[config.mk]
export PLATFORM = sky130hd
export DESIGN_NAME = merger_select_ctrl
export DESIGN_NICKNAME = d
export VERILOG_FILES = /design/src/rtl/merger_select_ctrl_pkg.sv /design/src/rtl/merger_select_ctrl.sv
export SDC_FILE = /design/constraint.sdc
export NUM_CORES = 1
export LEC_CHECK = 0
export BUFFER_PORTS_ARGS = -buffer_cell sky130_fd_sc_hd__buf_2
export CAP_MARGIN = 5
export CORE_MARGIN = 3
export CORE_UTILIZATION = 30
export DETAILED_ROUTE_END_ITERATION = 10
export PLACE_DENSITY = 0.57
export REMOVE_ABC_BUFFERS = 1
export SYNTH_ARGS = -nofsm -noshare
export SYNTH_HDL_FRONTEND = slang
export SYNTH_SLANG_ARGS = --single-unit
[constraint.sdc]
create_clock -name i_clk -period 1.8 [get_ports i_clk]
set_input_delay 0.36 -clock i_clk [delete_from_list [all_inputs] [get_ports i_clk]]
set_output_delay 0.36 -clock i_clk [all_outputs]
set_load 0.005 [all_outputs]
[src/rtl/merger_select_ctrl_pkg.sv]
// merger_select_ctrl_pkg: shared state encoding and merge-tree tuple/batch constants
package merger_select_ctrl_pkg;
  typedef enum logic {
    RUN    = 1'b0,
    TERM_B = 1'b1
  } state_t;
  localparam int BATCH_SIZE = 16;
  localparam int DATA_WIDTH = 128;
  localparam int KEY_WIDTH  = 80;
endpackage

[src/rtl/merger_select_ctrl.sv]
// merger_select_ctrl: 2-to-1 merger source selection, stall and end-of-stream flush control
module merger_select_ctrl
  import merger_select_ctrl_pkg::*;
#(
  parameter int COUNT_WIDTH = 16
) (
  input  logic                   i_clk,
  input  logic                   i_rst,
  input  logic                   i_fifo_out_full,
  input  logic                   i_a_min_zero,
  input  logic                   i_b_min_zero,
  input  logic                   i_a_lte_b,
  input  logic                   i_a_empty,
  input  logic                   i_b_empty,
  output logic                   select_A,
  output logic                   stall,
  output logic                   switch_output,
  output logic [COUNT_WIDTH-1:0] o_stream_count
);
  state_t state, state_nxt;
  logic   run, both_zero;
  always_ff @(posedge i_clk) begin
    if (i_rst) begin
      state          <= RUN;
      o_stream_count <= '0;
    end else begin
      state <= state_nxt;
      if (state == TERM_B && !stall) o_stream_count <= o_stream_count + 1'b1;
    end
  end
  always_comb begin
    run           = state == RUN;
    both_zero     = i_a_min_zero & i_b_min_zero;
    stall         = i_rst | i_fifo_out_full | i_b_empty | (run & i_a_empty);
    select_A      = !i_rst & run & (both_zero | (!i_a_min_zero & (i_b_min_zero | i_a_lte_b)));
    switch_output = !i_rst & run & both_zero;
    state_nxt     = stall ? state : (run && both_zero) ? TERM_B : RUN;
  end
endmodule

Word-level counts from Yosys, hierarchy flattened
Cells that the tools add are included.
{"block": "classes", "n_eq_ne": 0, "reduce_logical": 5, "shift": 0, "muxes": 1, "mul": 0, "n_div": 0, "addsub": 1, "n_lt_le_gt_ge": 0, "bitwise": 12}
{"operator": "$add A16 B1 Y16 const B", "count": 1}
{"operator": "$and A1 B1 Y1", "count": 6}
{"operator": "$or A1 B1 Y1", "count": 5}
{"operator": "$logic_not A1 Y1", "count": 3}
{"operator": "$logic_and A1 B1 Y1", "count": 2}
{"operator": "$mux W1", "count": 1}
{"operator": "$not A1 Y1", "count": 1}
{"block": "totals", "ram_bits": 0, "latchBits": 0, "input_bits": 8, "rom_bits": 0, "memories": 0, "regBits": 17, "elab_cells": 21, "out_inout_bits": 19}

Depth between registers and ports, before layout
Gate-level depths: netlist of the first run.
{"block": "depth", "ltp_word": 5, "mapped_depth": 5}

Worst setup path before layout of the first run
Ideal clock, no wire load.
{"block": "synth_path", "kind": "reg-to-reg", "start": "register state", "end": "register o_stream_count[15]", "setup_slack_ps": 380, "arrival_time_ps": 1299, "setup_time_ps": 121, "path_stages_with_launch": 6, "path_buffers": 1, "path_cell_list": "dfxtp_1 and4b_1 buf_6 and4_2 nand4_1 mux2_2"}
{"block": "synth_between", "elab_chain_len": 5}
{"item": "start, declared", "line": "merger_select_ctrl.sv:20", "source": "state_t state, state_nxt;"}
{"item": "start signal, assigned", "line": "merger_select_ctrl.sv:27", "source": "state <= state_nxt;"}
{"item": "$not A1 Y1", "line": "merger_select_ctrl.sv:32", "source": "run = state == RUN;"}
{"item": "$and A1 B1 Y1", "line": "merger_select_ctrl.sv:34", "source": "stall = i_rst | i_fifo_out_full | i_b_empty | (run & i_a_empty);"}
{"item": "$or A1 B1 Y1", "line": "merger_select_ctrl.sv:34"}
{"item": "$logic_not A1 Y1", "line": "merger_select_ctrl.sv:28", "source": "if (state == TERM_B && !stall) o_stream_count <= o_stream_count + 1'b1;"}
{"item": "$logic_and A1 B1 Y1 *", "line": "merger_select_ctrl.sv:28"}
{"item": "end signal, assigned", "line": "merger_select_ctrl.sv:28"}
{"item": "end, declared", "line": "merger_select_ctrl.sv:18", "source": "output logic [COUNT_WIDTH-1:0] o_stream_count"}
Mark *: on every way between the ends. The rest lies on a longest branch, timed or not.
A chain may end at the register's enable or synchronous reset.

Worst setup path after layout of the first run
{"block": "layout_path", "start": "register o_stream_count[2]", "end": "register o_stream_count[7]"}
{"block": "layout_between", "elab_chain_len": 1}
{"item": "$add A16 B1 Y16", "line": "merger_select_ctrl.sv:28"}
Every way passes these cells.

==> results of run 1 <==
## cell usage in the layout (no fill, tap or decap)
| cell | n |
|---|---|
| sky130_fd_sc_hd__nor4bb_1 | 1 |
| sky130_fd_sc_hd__nor2b_1 | 1 |
| sky130_fd_sc_hd__nand4_4 | 1 |
| sky130_fd_sc_hd__nand2b_1 | 2 |
| sky130_fd_sc_hd__nor3b_2 | 1 |
| sky130_fd_sc_hd__nand4_1 | 4 |
| sky130_fd_sc_hd__buf_4 | 6 |
| sky130_fd_sc_hd__dfxtp_1 | 17 |
| sky130_fd_sc_hd__nand3_1 | 7 |
| sky130_fd_sc_hd__and2b_2 | 1 |
| sky130_fd_sc_hd__and4_2 | 1 |
| sky130_fd_sc_hd__nor3_1 | 2 |
| sky130_fd_sc_hd__nor2_1 | 9 |
| sky130_fd_sc_hd__clkbuf_4 | 3 |
| sky130_fd_sc_hd__buf_2 | 26 |
| sky130_fd_sc_hd__mux2_2 | 1 |
| sky130_fd_sc_hd__or3_1 | 6 |
| sky130_fd_sc_hd__clkinv_2 | 1 |
| sky130_fd_sc_hd__and4b_1 | 1 |
| sky130_fd_sc_hd__and3_1 | 1 |
| sky130_fd_sc_hd__o21ai_0 | 7 |
| sky130_fd_sc_hd__and4_1 | 2 |
| sky130_fd_sc_hd__ha_1 | 1 |
| sky130_fd_sc_hd__nand2_1 | 8 |
| sky130_fd_sc_hd__a21oi_1 | 10 |
| sky130_fd_sc_hd__mux2i_1 | 2 |
| sky130_fd_sc_hd__xor2_1 | 6 |
| sky130_fd_sc_hd__inv_1 | 2 |
## critical path, stage by stage, from the launching register on
cell	delay (ps)
sky130_fd_sc_hd__dfxtp_1	420
sky130_fd_sc_hd__and4b_1	370
sky130_fd_sc_hd__nand4_4	180
sky130_fd_sc_hd__or3_1	380
sky130_fd_sc_hd__a21oi_1	150
## cell families after synthesis
logic type	synth area share, %
buffers and inverters	3.149
and+or+nand+nor	34.33
xor gates and xnor gates	6.297
DFF	40.78
muxes	3.748
adders and majority gates	1.499
AOI/OAI and AO/OA	10.19
## sequential cells by signal, summed over array words and instances, names as in the netlist
register,flops
state,1
o_stream_count,16
## final timing paths
kind / slack, ps / start / cells past startpoint / endpoint
worst min register to register: 500 / o_stream_count[14] / 1 / o_stream_count[14]
worst min-delay path: 370 / i_a_empty / 4 / state
worst max register to register: 250 / o_stream_count[2] / 4 / o_stream_count[7]
worst max-delay path: 250 / o_stream_count[2] / 4 / o_stream_count[7]
## layout make-up
type,instances,area share (%)
multi-input combinational,75,44.31
sequential,17,32.23
timing repair buffer,32,16.59
tap,30,3.555
clock buffer,3,2.133
inverter,2,0.7109
clock inverter,1,0.4739
## layer usage
metal  share of wire, %  global-route usage (%)  vias up  wire (um)
met4                1.0                   5.825        0         20
li1                   -                       -      417          -
met3                3.6                   3.509        2         72
met2                 49                   21.92       12        958
met1                 47                   15.95      371        922
met5                  0                       0        -          0
## power by group through the flow
stage / Clock, W / Sequential, W / Combinational (W)
global route: 0.000237 / 0.000377 / 0.0000401
CTS: 0.000211 / 0.000377 / 0.0000357
global placement: 0 / 0.000385 / 0.0000346
detailed placement: 0 / 0.000385 / 0.0000355
finish: 0.000206 / 0.000377 / 0.0000353
floorplan: 0 / 0.000386 / 0.00000910
## stage by stage
step                setup slack [ps]  util, %
global placement               198.1    40.06
finish                         254.2    41.13
global route                   102.2    41.13
CTS                            239.4    41.13
detailed placement             169.6    40.06
floorplan                      334.2        -
==> results.txt, run 1 <==
- Outcome: finished, final reports clean
* Final Hold Viols: 0
- Arrival @ worst endpoint: roughly 1800 ps
* Number of synthesized flops with an enable pin: 0
- Dividing the detail-routed via count by the number of cells gives 5.013.
- Share of final-layout standard cells stronger than drive strength 1: 31.54%
* Ys flop type: sky130_fd_sc_hd__dfxtp_1
- Non-filler cells, final: 160
- Part of the total power dissipated in sequential elements: 61.0%
- Hold-fix buffers, CTS: 0
- At the pin with the least slew margin, the transition time is 354.7 ps.
- Nature of the critical path endpoint: register
- Number of warnings reported in the yosys synthesis log: 0
* Sequential cell area: 340.3 sq um
- For the worst-skew pair, the clock arrives at the later sink with an insertion delay of 290 ps.
* Maximum root-to-sink buffer count: 2
- Count of pins on the block boundary: 27
- Clock tree from TritonCTS: yes
* Switching fraction of total power: 23.25%
- F_max: 0.6469 GHz
* Biggest fanout along the worst timing path: 8
- The repair_antennas step left the layout with diodes totalling 0.
* Via count of the first global-routing pass: 775
* Fraction of the cycle the final worst path needs: 85.88%
* Total Power Consumption: 0.0006178 W
- Number of placement rows: 18
* Leakage power of the design: 0.4721 nW
- Num CTS Buffers: 3
- CTS saw 17 sinks.
- The first global-routing pass estimated approximately 3500 um of wire.
* Dominant cells by area after synthesis: sky130_fd_sc_hd__dfxtp_1, sky130_fd_sc_hd__xor2_1, sky130_fd_sc_hd__a21oi_1
- Adding up every negative setup slack in the final design gives 0 ps.
- Post-route cell area: 1056 sq um
- Post-synthesis cell type with the largest combined area: sky130_fd_sc_hd__dfxtp_1
- Share of power burned in combinational logic: 5.7%
* Startpoint class of the critical path: register
- Drt total wl: slightly below 2000 um
- After synthesis the cells add up to 834.6 sq um.
- After clock tree synthesis, the repair step resized 0 gates.
- CTS built an H-tree with a depth of 1.
* Most used standard cell by instance count after synthesis: sky130_fd_sc_hd__dfxtp_1
* Root cell of the clock tree: sky130_fd_sc_hd__clkbuf_4
* Final setup fails: 0
- Largest vdd supply drop: 0.0003483 V
- The routed design could run at a clock period as short as 1546 ps.
- Power Internal: 0.0004741 W
- The initial antenna violation count came to 0.
* Horizontal extent of the die: 58.75 um
* Max-slew headroom at the worst pin: 76.25%
* Area of placed instances: 1028 sq um
- The share of synthesized area in the top cell type comes to between 40% and 50%.
* Clock-pin slew of the registers on the worst-case setup and hold paths: 100 ps
* Total track usage: 13.22%
- Layout Area Growth over Synthesis: 26.54%
* Sequential-to-total area share from yosys stat: 40.78%
- RSZ-0062 raised after global routing: false
* Leading post-synthesis cells by instance count: sky130_fd_sc_hd__dfxtp_1, sky130_fd_sc_hd__a21oi_1, sky130_fd_sc_hd__nor2_1
* Layout net count: 140
- Fill cells in the final layout number 295.
- The tool flagged a number of max-cap violations equal to 0.
- Power spread over the standard cell area amounts to 585.0 nW/um^2.
- Number of nets with antenna violations after detailed routing: 0
- By startpoint and endpoint, the worst setup path is classified as register to register.
* CP Data Required Time: 2030 ps
- Counting distinct cell types in the post-synthesis netlist gives 26.
- Across all hold checks on the routed design, the worst slack comes to 368.6 ps.
- Number of max-slew violations in the final report: 0
* Buffers inserted by post-CTS timing repair: 0
* Part of the total power dissipated in the clock network: approximately a third
- For this design the total switching power over the nets is 0.0001437 W.
* Number of instances in the placed design: approximately 160
- Counting flops and latches in the post-synthesis netlist gives 17.
- RD Place Congestion: 0.7396
- The multi-input combinational cells in the finished layout cover a total of 467.9 sq um.
- In the synthesized netlist the async set-or-reset flop fraction comes to 0%.
- Entering global routing, the biggest net connects 22 pins.
- Detailed-route wire length per cell: between 10 and 15 um
- Remaining DRCs: 0
- The wire-length estimate of the detail-placed layout is 1497 um.
- For this block, the via count after detailed routing is 802.
* Total congestion overflow after global routing: 0
- DR pass1 iterations: 4
* Initial Util: 32.50%
- In this run the tool buffered the top-level ports with 26 buffer cells.
* Die outline area: ~3500 sq um
- Clock Skew: 6.303 ps
- Counting every instance in the synthesized netlist gives between 90 and 100.
- After synthesis, the mean cell area works out to 8.604 sq um.
* Vertical die dimension: 58.75 um
* Worst min-delay path class: input port to register
* Area of the placeable core: 2567 sq um
- After the first detailed-routing iteration, the DRC count stood at 22.
(Power assumes the default switching activity.)
==> inputs of run 2 (changes only) <==
- MAX_ROUTING_LAYER: not set -> met4
==> run 2 against run 1 <==
Wire length increased by 0.10%. Combinational power about the same. Register-to-register slack about the same. Clock power about the same. Die area unchanged. Sequential power about the same. First-iteration DRC count decreased by 23%. Global-route usage increased by 0.39 points. Sequential share of layout area unchanged. Fmax increased by 0.20%. Critical path depth unchanged.
==> results.txt, run 2 (synthesis results as in run 1) <==
- The min-delay analysis places its worst path in the category input port to register.
- Layout net count: 140
- In the global route stage, overall resource usage came out at 13.61%.
- The final critical path takes up 85.71% of the cycle.
- CTS built an H-tree with a depth of 1.
- The max-slew violation count came to 0.
- Share of final-layout standard cells stronger than drive strength 1: 31.54%
- The register with the most flip-flops in the layout has 16 of them.
* Crit Path Category: register to register
* Sum of negative setup slack: 0 ps
* Hold-fix buffers, CTS: 0
- Post-layout min period: about 1500 ps
- The first global-routing pass estimated 3519 um of wire.
* Largest registers: o_stream_count x16, state x1
- Largest vdd supply drop: 0.0003482 V
- Setup violations remaining at the end of the flow were counted as 0.
- Entering global routing, the biggest net connects 22 pins.
- Worst R2R Setup Slack: between 200 and 300 ps
- The number of global-route vias before repair is about 780.
- The total overflow left after global routing is 0.
- Of all nets on the critical path, the largest fanout is 8.
* Max-slew headroom at the worst pin: between 70% and 80%
- DR pass1 iterations: 4
* Root cell of the clock tree: sky130_fd_sc_hd__clkbuf_4
- Maximum root-to-sink buffer count: 2
- Port Buf Inserts: 26
- The number of clock buffers added by TritonCTS is 3.
- RSZ-0062 raised after global routing: false
- After detailed routing, the number of remaining DRC violations is 0.
- For the final database, setup skew stands at 6.332 ps.
- Counting the fill cells in the layout gives 295.
* Clock network latency to the later pin of the worst-skew pair: 290 ps
- Worst Hold Depth: 4
* Horizontal extent of the die: about 60 um
* List of cells traversed by the critical path: and4b_1, nand4_4, or3_1, a21oi_1
- Routed vias: 802
- Clock-pin slew of the registers on the worst-case setup and hold paths: 100 ps
* Vertical die dimension: between 50 and 60 um
* Initial Util: 32.50%
- For this design the static power due to leakage is 0.4721 nW.
* Clock net sink count: 17
- F_max: 0.6482 GHz
- Buffers added to address setup during post-CTS repair amount to 0.
* Diode count: 0
* Worst-case reg-to-reg path depth: 4
- Area of the placeable core: 2567 sq um
- Final hold analysis gives a worst-case slack of 368.2 ps.
- Broken down by cell family, the worst path's largest delay share belongs to simple AND/OR/NAND/NOR gates.
- Counting buffers and inverters, the worst setup path is 4 cells deep.
* Maximum Capacitance Violations: 0
- RD Place Congestion: 0.7488
- Count of pins on the block boundary: 27
* Arrival @ worst endpoint: 1770 ps
* Number of DRC markers after the initial detailed-route iteration: 17
- Nature of the critical path endpoint: register
- The initial antenna violation count was 0.
* Die outline area: 3451 sq um
- CP Data Required Time: 2030 ps
- Among all stages on the critical path, the largest delay is contributed by sky130_fd_sc_hd__dfxtp_1.
- Using the TritonRoute via totals, the vias-per-cell ratio works out to 5.013.
- Buf+Inv Stages, Crit Path: 0
* Startpoint class of the critical path: register
- Detailed-route wire length per cell: between 10 and 15 um
- In this design, the stage delay of the slowest critical-path cell is between 400 and 500 ps.
- Outcome: finished, final reports clean
* Largest register by flop count: o_stream_count
- The library cell used most frequently in the layout, excluding fill and tap cells, is sky130_fd_sc_hd__buf_2.
- Highest-count cells in the layout ignoring fill and taps: sky130_fd_sc_hd__buf_2, sky130_fd_sc_hd__dfxtp_1, sky130_fd_sc_hd__a21oi_1
- Before CTS, the worst setup slack after placement is 169.6 ps.
- Number of placement rows: 18
* Setup WS post-layout: 257.3 ps
- Clock tree from TritonCTS: yes
* Tightest Pin Transition: 354.6 ps
- The area growth from synthesis to layout is 26.54%.
- After legalization and detailed placement, the total HPWL measured 1497 um.
- Final Hold Viols: 0
* Ratio of total power to cell area: 585.0 nW/um^2
* Drt total wl: between 1500 and 2000 um
- Once the clock tree was built, the resizer swapped 0 gates to a different size.
- The detail route stage leaves a number of antenna-violating nets equal to 0.
run 2: cell counts in the layout (fill, tap and decap cells not counted):
No cell type changed its count.
run 2: metrics by stage:
step / util [%] / total power (W) / instance area [sq um] / std cells
2_1_floorplan: - / 0.0003951 / 815.8 / 94
3_3_place_gp: 40.06 / 0.0004200 / 1028 / 156
3_5_place_dp: 40.06 / 0.0004208 / 1028 / 156
4_1_cts: 41.13 / 0.0006229 / 1056 / 160
5_1_grt: 41.13 / 0.0006538 / 1056 / 160
6_report: 41.13 / 0.0006178 / 1056 / 160
run 2: worst paths after layout:
| kind | endpoint | startpoint |
|---|---|---|
| max | o_stream_count[7] | o_stream_count[2] |
| min reg2reg | o_stream_count[14] | o_stream_count[14] |
| min | state | i_a_empty |
| max reg2reg | o_stream_count[7] | o_stream_count[2] |
run 2: per-layer routing:
metal | track usage [%] | routed length, um
met4 | 5.825 | 22
met3 | 3.509 | 78
met1 | 15.95 | 913
met2 | 21.92 | 961
met5 | - | 0
run 2: power breakdown:
group | switching [W] | internal, W | leakage [nW]
Combinational | 0.0000202 | 0.0000151 | 0.318
Sequential | 0.000000262 | 0.000376 | 0.137
Clock | 0.000123 | 0.0000826 | 0.0177
run 2: area by class of cell:
| type | instances | area [sq um] | area share (%) |
|---|---|---|---|
| clock inverter | 1 | 5.005 | 0.4739 |
| timing repair buffer | 32 | 175.2 | 16.59 |
| sequential | 17 | 340.3 | 32.23 |
| multi-input combinational | 75 | 467.9 | 44.31 |
| tap | 30 | 37.54 | 3.555 |
| inverter | 2 | 7.507 | 0.7109 |
| clock buffer | 3 | 22.52 | 2.133 |
run 2: worst register-to-register path, delay by kind of cell (launching register included):
family | cells | cell delay [ps]
AOI/OAI and AO/OA | 1 | 150
and+or+nand+nor | 3 | 930
DFF | 1 | 420
==> inputs of run 3 (changes only) <==
- CORE_MARGIN: 3 -> not set
==> run 3 against run 2 <==
Clock skew shrank 2.0 ps. Worst hold slack lost 7.9 ps. Count of clock-buffer cells in the layout grew 1. Non-clock buffer count grew 2. Critical path depth is the same. Sequential share of layout area shrank 0.41 points. Design area grew 1.3%. Critical endpoint unchanged. Combinational power is essentially flat.
==> results.txt, run 3 (synthesis results as in run 1) <==
* Largest register by flop count: o_stream_count
* Share of final-layout standard cells stronger than drive strength 1: 31.82%
- Entering global routing, the biggest net connects 22 pins.
* CP Data Required Time: 2030 ps
- Layout net count: 142
* Tightest Pin Transition: 359.0 ps
- Clock network latency to the later pin of the worst-skew pair: 290 ps
- Number of DRC markers after the initial detailed-route iteration: 6
- In the layout the commonest cells are sky130_fd_sc_hd__buf_2, sky130_fd_sc_hd__dfxtp_1, sky130_fd_sc_hd__a21oi_1.
- The library cell used most frequently in the layout, excluding fill and tap cells, is sky130_fd_sc_hd__buf_2.
* Root cell of the clock tree: sky130_fd_sc_hd__clkbuf_4
- Diode count: 0
- Min Hold Slack: 360.3 ps
- Using the TritonRoute via totals, the vias-per-cell ratio works out to 5.068.
- Power Internal: 0.0004778 W
- Total track usage: between 10% and 20%
- Clock Skew: 4.372 ps
- Together, buffers and inverters on the worst path number 0.
* Clock-pin slew of the registers on the worst-case setup and hold paths: 100 ps
- Worst min-delay path class: input port to register
- Dividing total power by cell area gives a power density of 580.5 nW/um^2.
- In this run, post-CTS hold repair placed 0 buffers.
* List of cells traversed by the critical path: nor3b_2, nand4_4, or3_1, a21oi_1
- For the worst setup path, the data arrival time is 1760 ps.
* Crit-path slowest cell: sky130_fd_sc_hd__dfxtp_1
* Biggest fanout along the worst timing path: 8
* Number of placement rows: 18
- CTS built an H-tree with a depth of 1.
- Largest register FFs: 16
- The largest single stage delay on the critical path is approximately 400 ps.
- Vertical die dimension: 54.75 um
* Share of power burned in combinational logic: 5.7%
* Detailed-route wire length per cell: 11.93 um
- Post-CTS timing repair inserted 0 buffers for setup.
* Number of antenna violations at the first check in global routing: 0
- Port Buf Inserts: 26
* Via count of the first global-routing pass: 717
- Num CTS Buffers: 3
- Largest vdd supply drop: 0.0003470 V
* Area of the placeable core: 2545 sq um
- Summed over all cells, the static leakage comes to 0.4803 nW.
- Clock net sink count: 17
- TritonCTS built the clock tree.
- The routed layout has between 800 and 900 vias.
- The finished layout holds between 150 and 200 standard cells, fillers aside.
* Fraction of the core area covered by cells at the end of the flow: 42.04%
- The die covers 2997 sq um.
* Number of max-slew violations in the final report: 0
* DR pass1 iterations: 4
* Maximum Capacitance Violations: 0
* Fraction of the cycle the final worst path needs: 85.19%
- For this design the top-level I/O count stands at 27.
- Static timing analysis puts the maximum clock frequency at 0.6521 GHz.
* Outcome: finished, final reports clean
- Detailed placement HPWL: about 1500 um
- The worst setup path is launched from a register.
- From synthesis to final layout, the design area changed by 28.19%.
* Initial Util: 32.79%
- The routed design could run at a clock period as short as 1533 ps.
* Crit Path Category: register to register
* Horizontal extent of the die: between 50 and 60 um
- In the final timing run, aggregate negative setup slack is 0 ps.
- Wire length of the first global-routing pass: approximately 3200 um
* Final setup fails: 0
* Largest registers: o_stream_count x16, state x1
- The cell family contributing the most delay on the critical path is simple AND/OR/NAND/NOR gates.
* Number of nets with antenna violations after detailed routing: 0
- Remaining DRCs: 0
- Number of instances in the placed design: 158
* Drt total wl: 1933 um
* Max-slew headroom at the worst pin: 75.96%
- Of the total power, registers draw between 60% and 70%.
- Summed over all nets, the switching power comes to 0.0001433 W.
- Of the total power, the clock network draws 33.6%.
- Maximum root-to-sink buffer count: 2
- RD Place Congestion: 0.7039
- Setup repair after global routing left no endpoint under its margin.
- Once the clock tree was built, the resizer swapped 0 gates to a different size.
- The total overflow left after global routing is 0.
* Switching fraction of total power: 23.07%
- Final Hold Viols: 0
- Summing internal, switching and leakage power gives 0.0006211 W.
- Nature of the critical path endpoint: register
==> run 3: cell types whose count changed in the layout (fill, tap and decap cells not counted), sizes merged <==
cell / before / now
buf: 32 / 34
clkbuf: 3 / 4
clkinv: 1 / 0
==> run 3: metal layers <==
layer  vias up  track usage, %  share of wire, %
met5         -               -                 0
met4         0           6.410               1.9
met3         4           2.778               4.2
met2        15           22.49                46
met1       382           20.17                48
li1        420               -                 -
==> run 3: worst paths after layout <==
| path | start | end | slack [ps] | cells after the start |
|---|---|---|---|---|
| setup / recovery | o_stream_count[4] | o_stream_count[7] | 270 | 4 |
| hold / removal | i_a_empty | state | 360 | 4 |
| setup reg to reg | o_stream_count[4] | o_stream_count[7] | 270 | 4 |
| hold reg to reg | o_stream_count[14] | o_stream_count[14] | 490 | 1 |
==> run 3: power by group through the flow <==
| stage | Combinational, W | Clock (W) | Sequential, W |
|---|---|---|---|
| floorplan | 0.00000910 | 0 | 0.000386 |
| global placement | 0.0000348 | 0 | 0.000385 |
| detailed placement | 0.0000357 | 0 | 0.000385 |
| CTS | 0.0000358 | 0.000211 | 0.000377 |
| global route | 0.0000397 | 0.000234 | 0.000377 |
| finish | 0.0000354 | 0.000209 | 0.000377 |
==> run 3: area by class of cell <==
class | count | area [sq um]
clock buffer | 4 | 26.28
fill | 276 | 1475
inverter | 2 | 7.507
multi-input combinational | 75 | 467.9
sequential | 17 | 340.3
tap | 30 | 37.54
timing repair buffer | 34 | 190.2
==> run 3: tightest hold or removal path, stage by stage <==
cell,delay (ps)
sky130_fd_sc_hd__buf_2,90
sky130_fd_sc_hd__nor2_1,40
sky130_fd_sc_hd__nand3_1,70
sky130_fd_sc_hd__a21oi_1,60
==> run 3: stage by stage <==
stage	setup slack [ps]	area [sq um]
final	266.6	1070
after global routing	154.3	1070
after CTS	250.3	1070
after detailed placement	155.7	1044
after global placement	199.7	1044
after floorplan	334.2	815.8
